$ cat config.mk
export PLATFORM = sky130hd
export DESIGN_NAME = mem_access_stage
export DESIGN_NICKNAME = d
export VERILOG_FILES = /design/src/rtl/mem_access_stage.sv
export SDC_FILE = /design/constraint.sdc
export NUM_CORES = 1
export LEC_CHECK = 0
export BUFFER_PORTS_ARGS = -buffer_cell sky130_fd_sc_hd__buf_2
export CORE_MARGIN = 1
export CORE_UTILIZATION = 52
export DETAILED_ROUTE_END_ITERATION = 6
export MAX_ROUTING_LAYER = met4
export PLACE_DENSITY = 0.83
export SETUP_SLACK_MARGIN = 0.3
export SLEW_MARGIN = 15
export SYNTH_ARGS = -nofsm -noshare
export SYNTH_HDL_FRONTEND = slang
export SYNTH_SLANG_ARGS = --single-unit
export TNS_END_PERCENT = 100
$ cat constraint.sdc
create_clock -name clk -period 5.8 [get_ports clk]
set_input_delay 0.29 -clock clk [delete_from_list [all_inputs] [get_ports clk]]
set_output_delay 0.29 -clock clk [all_outputs]
set_load 0.05 [all_outputs]
$ cat src/rtl/mem_access_stage.sv
// XM23 data-memory stage: one LD/ST per handshake, effective-address
// generation with pre/post inc/dec, synchronous d_ram access, and
// load / address-register writeback pulses toward the register file.
module mem_access_stage #(
  parameter int ADDR_W = 16,
  parameter int RAM_AW = 15
) (
  input  logic              clk,
  input  logic              reset,
  input  logic              req_valid,
  output logic              req_ready,
  input  logic              is_load,
  input  logic              wb_byte,
  input  logic              prpo,
  input  logic              dec,
  input  logic              inc,
  input  logic [ADDR_W-1:0] base_addr,
  input  logic [2:0]        base_reg,
  input  logic [15:0]       st_data,
  input  logic [2:0]        dst_reg,
  input  logic [15:0]       dst_old,
  output logic [RAM_AW-1:0] ram_addr,
  output logic [15:0]       ram_wdata,
  output logic [1:0]        ram_be,
  output logic              ram_wren,
  input  logic [15:0]       ram_q,
  output logic              ld_wb_valid,
  output logic [2:0]        ld_wb_reg,
  output logic [15:0]       ld_wb_data,
  output logic              ar_wb_valid,
  output logic [2:0]        ar_wb_reg,
  output logic [ADDR_W-1:0] ar_wb_data,
  output logic              busy,
  output logic              fault
);

  typedef enum logic [1:0] {
    IDLE   = 2'd0,
    ACCESS = 2'd1,
    LWAIT  = 2'd2
  } state_t;

  state_t r_state;
  state_t w_next;

  // Captured request (data only, no reset needed: every use is gated by state)
  logic              r_is_load;
  logic              r_wb_byte;
  logic              r_ar_en;
  logic [ADDR_W-1:0] r_eff;
  logic [ADDR_W-1:0] r_mod;
  logic [2:0]        r_base_reg;
  logic [2:0]        r_dst_reg;
  logic [15:0]       r_st_data;
  logic [15:0]       r_dst_old;
  logic              r_fault;

  logic [ADDR_W-1:0] w_amt;
  logic [ADDR_W-1:0] w_mod;
  logic [ADDR_W-1:0] w_eff;
  logic              w_fault;
  logic              w_accept;
  logic              w_ar_suppress;

  // Byte loads replace only the low byte of Rd; the lane comes from eff[0].
  function automatic logic [15:0] load_merge(input logic        byte_mode,
                                             input logic        odd,
                                             input logic [15:0] q,
                                             input logic [15:0] old);
    logic [7:0] lane;
    lane = odd ? q[15:8] : q[7:0];
    return byte_mode ? {old[15:8], lane} : q;
  endfunction

  assign w_amt    = wb_byte ? ADDR_W'(1) : ADDR_W'(2);
  assign w_mod    = inc ? (base_addr + w_amt) : (dec ? (base_addr - w_amt) : base_addr);
  assign w_eff    = prpo ? w_mod : base_addr;
  assign w_fault  = (inc && dec) || (!wb_byte && w_eff[0]);
  assign w_accept = req_valid && (r_state == IDLE);

  // A load that also updates its own destination register: load data wins.
  assign w_ar_suppress = r_is_load && (r_base_reg == r_dst_reg);

  assign req_ready = (r_state == IDLE);
  assign busy      = (r_state != IDLE);
  assign fault     = r_fault;

  // Control state: FSM register and the one-cycle fault pulse
  always_ff @(posedge clk or posedge reset) begin
    if (reset) begin
      r_state <= IDLE;
      r_fault <= 1'b0;
    end else begin
      r_state <= w_next;
      r_fault <= w_accept && w_fault;
    end
  end

  // E0: register the request operands and the precomputed addresses
  always_ff @(posedge clk) begin
    if (w_accept) begin
      r_is_load  <= is_load;
      r_wb_byte  <= wb_byte;
      r_ar_en    <= inc | dec;
      r_eff      <= w_eff;
      r_mod      <= w_mod;
      r_base_reg <= base_reg;
      r_dst_reg  <= dst_reg;
      r_st_data  <= st_data;
      r_dst_old  <= dst_old;
    end
  end

  // Next state plus all RAM and writeback outputs, decoded from the state
  always_comb begin
    w_next      = r_state;
    ram_addr    = '0;
    ram_wdata   = '0;
    ram_be      = '0;
    ram_wren    = 1'b0;
    ld_wb_valid = 1'b0;
    ld_wb_reg   = '0;
    ld_wb_data  = '0;
    ar_wb_valid = 1'b0;
    ar_wb_reg   = '0;
    ar_wb_data  = '0;
    case (r_state)
      IDLE: begin
        if (w_accept && !w_fault) w_next = ACCESS;
      end
      ACCESS: begin
        w_next   = r_is_load ? LWAIT : IDLE;
        ram_addr = r_eff[ADDR_W-1:1];
        if (!r_is_load) begin
          ram_wren = 1'b1;
          if (!r_wb_byte) begin
            ram_be    = 2'b11;
            ram_wdata = r_st_data;
          end else if (r_eff[0]) begin
            ram_be    = 2'b10;
            ram_wdata = {r_st_data[7:0], 8'h00};
          end else begin
            ram_be    = 2'b01;
            ram_wdata = {8'h00, r_st_data[7:0]};
          end
        end
        if (r_ar_en && !w_ar_suppress) begin
          ar_wb_valid = 1'b1;
          ar_wb_reg   = r_base_reg;
          ar_wb_data  = r_mod;
        end
      end
      LWAIT: begin
        w_next      = IDLE;
        ld_wb_valid = 1'b1;
        ld_wb_reg   = r_dst_reg;
        ld_wb_data  = load_merge(r_wb_byte, r_eff[0], ram_q, r_dst_old);
      end
      default: w_next = IDLE;
    endcase
  end

endmodule

## Yosys cells after proc, flatten, opt, wreduce, memory -nomap -nowiden

Index checks and enable logic that the tools add are counted.
Widths: inputs -> output; s select.

- Add/sub/neg operators: 2
- Equal/unequal tests: 4
- Muxes and demuxes: 29
- Bitwise gates (word level): 1
- Reduce and logical (&&, ||, !) cells: 13

Operator list:

| cell | count |
|---|---|
| $mux 16 | 11 |
| $add 16x2->16 | 1 |
| $sub 16x2->16 | 1 |
| $mux 15 | 1 |
| $mux 2 | 7 |
| $mux 3 | 3 |
| $mux 8 | 1 |
| $logic_and 1x1->1 | 7 |
| $mux 1 | 5 |
| $pmux 2 s2 | 1 |
| $eq 3x3->1 | 1 |
| $logic_not 1->1 | 3 |
| $eq 2x1->1 const B | 1 |
| $eq 2x2->1 const B | 1 |
| $logic_not 2->1 | 1 |
| $ne 2x1->1 const B | 1 |
| $reduce_bool 2->1 | 1 |
| $logic_or 1x1->1 | 1 |
| $or 1x1->1 | 1 |

- Flip-flop bits (word level): 76
- Output and inout port bits: 77
- Word-level logic and storage cells: 60

## Longest topological paths before layout

- Depth in word-level cells: 11
- Depth in mapped cells: 9
- Mapped depth without buffers: 9

## Least setup slack after synthesis

OpenSTA, ideal clock, no wires.

- Kind: register -> register
- From: register r_state[1]
- To: register r_ar_en (enable)
- Library setup time: 430 ps
- Arrival: 2,781 ps
- Required time: 5,370 ps
- Setup slack: 2,589 ps
- Cell stages (with the launch flop): 3
- Path through: dfrtp_1 nor2_1 and2_1

- Longest elaborated chain between the ends: 2

RTL lines:

| what | line | text |
|---|---|---|
| start: declaration | 43 | `state_t r_state;` |
| start signal: assignment | 94 | `r_state <= w_next;` |
| $logic_not 2->1 | - |  |
| named net req_ready | 11 | `output logic req_ready,` |
| $logic_and 1x1->1 | 79 | `assign w_accept = req_valid && (r_state == IDLE);` |
| named net w_accept | 62 | `logic w_accept;` |
| end signal: assignment | 104 | `r_ar_en <= inc \| dec;` |
| end: declaration | 49 | `logic r_ar_en;` |

The timed path passes the listed nets, and every way through them passes these cells.
A chain may end at the register's enable or synchronous reset.

## Worst setup path in the final report

- From: register r_wb_byte
- To: output port ram_wdata[3]

- Longest elaborated chain between the ends: 3

RTL lines:

| what | line | text |
|---|---|---|
| start: declaration | 48 | `logic r_wb_byte;` |
| start signal: assignment | 103 | `r_wb_byte <= wb_byte;` |
| $mux 16 | 136 | `if (!r_wb_byte) begin` |
| $mux 16 | 134 | `if (!r_is_load) begin` |
| $mux 16 | 127 | `case (r_state)` |
| end: declaration | 23 | `output logic [15:0] ram_wdata,` |

Every way passes these cells.

==> summary.txt <==
Clocking
  – CTS Buf Count: 9
  – Clk sink count: 68
  – Root Driver: clkbuf_8
  – Worst-Skew Late Latency: approximately 0.35 ns
  – CTS tree: built
  – Clock transition at path regs: ~0.070 ns
  – Clock buffer depth: 2
  – CTS HTree Levels: 3
  – Post-CTS setup buffers: 0

Finish
  – Share of cells above drive strength 1: approximately a third
  – Antenna cell count: 0
  – Area Overhead vs Synth: 26.8%
  – Final Cell Area: around 4700 um2
  – Fin nets: about 570
  – Final design utilization: between 60 and 70%
  – Registers with the most flip-flops: r_eff x16, r_mod x16, r_st_data x16

Detailed routing
  – DR iter-0 viols: between 90 and 100
  – DR vias/cell: roughly 5.1
  – Via count: roughly 3.0k
  – DRC viols: 0
  – Final wirelength: 8390 um
  – Drt wl/cell: roughly 14 um
  – DRT Pass-1 Iters: 4
  – Post-route ant nets: 0

Synthesis
  – Post-synthesis cell type count: 41
  – Ys flop type: edfxtp_1
  – Syn Area/Cell: ~11 um2
  – Cell Area, Synth: between 3000 and 4000 um2
  – Top post-synthesis cells by count: edfxtp_1, and2_1, nand2_1
  – Synth area leaders: edfxtp_1, and2_1, xnor2_1, nand2_1, a21oi_1
  – EDFF count, synth: 65
  – Synth Instances: between 300 and 400
  – Sequential area share after synthesis: 54.7%
  – Synth warnings: 0
  – Synth top area share: between 50% and 60%
  – Yosys top cell by area: edfxtp_1
  – Asr flop ratio synth: under 10%
  – #FFs+latches synth: 68
  – Synthesized net count: ~430
  – Top-count cell post-synth: edfxtp_1

Worst setup path
  – Most used cell, CP: and2_1
  – Slowest stage cell on the critical path: edfxtp_1
  – Crit path buf inv count: 1
  – Critical Path RT: about 5.5 ns
  – Critical Path AT: 2.56 ns
  – Critical Path Sink Type: output port
  – Largest stage delay on the critical path: a little under 0.9 ns
  – Crit path max fanout: 19
  – Crit-path leading delay family: simple AND/OR/NAND/NOR gates
  – Worst Setup SP: r_wb_byte
  – Reg2Reg Launch Point: r_state[1]
  – WS Path Type: register to output port
  – CP cell instances: and2_1, nor2_1, and2_1, buf_2
  – CP Launch Type: register

STA
  – Tmin final: between 2 and 3 ns
  – Slew margin rel.: between 40% and 50%
  – Hold Violations, Final: 0
  – Slew Viols, Final: 0
  – RSZ-0062 raised after global routing: no
  – Worst-Margin Slew: between 0.8 and 0.9 ns
  – Clock skew: approximately 0.012 ns
  – Top achievable clock speed: 0.350 GHz
  – Setup-failing EPs final: 0
  – Tcrit/Tclk final: between 40% and 50%
  – Total Neg Setup Slack: 0 ns

Die
  – Core outline area: around 6800 um2
  – I/O pin cnt: ~160
  – Die ar.: 7470 um2
  – Die height: 86.4 um
  – # rows: 30
  – Die width: 86.4 um
  – Initial core utilization: between 50% and 60%

Global route
  – Largest net degree at the start of global routing: 38
  – GRT Total Usage: between 20% and 30%
  – First-pass GRT wire length: approximately 13000 um
  – Congestion Overflow GR: 0
  – Vias in the first global route: around 2.8k
  – Initial antenna violation count: 0

Place
  – DP HPWL: a little over 6000 um
  – Post-DP Area: 4480 um2
  – I/O Buffers: 146
  – Final Wtd Congestion: about 0.8

Run status
  – Status: complete, no violations

Pwr
  – Pwr Density: between 200 and 300 nW/um2
  – Peak supply drop: about 130 uV
  – Leakage: around 2.1 nW
  – Final Power: ~0.0013 W

Run
  – MaxCap Viol Count: 0

Hold path
  – Type of the worst min-delay path: input pin to register
  – Min-delay src: st_data[9]
## area by class of cell
class | count | area [um2]
Sequential cell | 68 | 2030
Multi-Input combinational cell | 246 | 1560
Tap cell | 96 | 120
Clock inverter | 4 | 73.8
Timing Repair Buffer | 149 | 756
Fill cell | 564 | 2130
Clock buffer | 12 | 135
Inverter | 8 | 30.0
## metrics by stage
stage | hold slack (ns) | cells | setup WS [ns]
2_1_floorplan | 0.0436 | 344 | 2.59
3_3_place_gp | 0.175 | 566 | 3.14
3_5_place_dp | 0.183 | 566 | 3.05
4_1_cts | 0.105 | 583 | 2.92
5_1_grt | 0.101 | 583 | 2.74
6_report | 0.115 | 583 | 2.95
## where the power goes
group,internal (W),total [W],switching [W]
registers,0.000584,0.000598,0.0000135
clock network,0.000243,0.000420,0.000177
logic,0.0000717,0.000242,0.000170
## logic make-up (layout without fill, tap and decap cells)
logic type | Yosys count | in the layout | share of synthesized area [%]
and+or+nand+nor | 160 | 160 | 23.2
muxes | 10 | 10 | 2.73
AOI/OAI and AO/OA | 38 | 38 | 6.01
buffers and inverters | 30 | 173 | 3.31
adders and majority gates | 7 | 7 | 2.77
DFF | 68 | 68 | 54.7
xor gates and xnor gates | 31 | 31 | 7.32
## path summary, 6_finish.rpt
check / to / slack (ns) / depth (start not counted)
max in group asynchronous: r_state[1] / 5.28 / 3
worst max-delay path: ram_wdata[3] / 2.95 / 4
worst max register to register: r_mod[6] / 3.56 / 3
min in group asynchronous: fault / 0.36 / 3
worst min-delay path: r_st_data[9] / 0.12 / 1
worst min register to register: r_state[1] / 0.56 / 1
## routing by layer
layer | global-route usage, % | wire length, um | vias up | part of all wire [%]
met4 | 8.18 | 99 | 0 | 1.2
met2 | 44.2 | 4520 | 112 | 54
li1 | - | - | 1459 | -
met1 | 24.8 | 3260 | 1401 | 39
met5 | - | 0 | - | 0
met3 | 5.71 | 513 | 9 | 6.1
## timing repair
action / in CTS / in global routing
hold endpoints to repair: 3 / 0
gates resized for setup: 0 / 0
hold buffers: 1 / 0
## cells in the final DEF, fill, tap and decap left out, types with 2 or more instances in the layout
cell       Yosys  final
or2_2          2      2
clkbuf_8       0      9
buf_2          2    146
nand3_1       10     10
edfxtp_1      65     65
xnor2_1       25     25
and2_1        48     47
dfrtp_1        3      3
or3_1          2      2
bufinv_16      0      2
nor3_1         3      3
nor2_1        26     26
nand4_1        4      4
o21ai_0        6      6
o21ai_1        5      5
buf_4          0      2
or4_1          2      2
clkbuf_1      19      3
fa_1           2      2
nor4_1         2      2
nor2b_1       12     12
ha_1           5      5
and3_1         8      8
a21oi_1       20     20
mux2i_1        9      9
inv_1          8      8
nand2_1       33     33
nand2b_1       2      2
xor2_1         6      6
(Power assumes the default switching activity.)
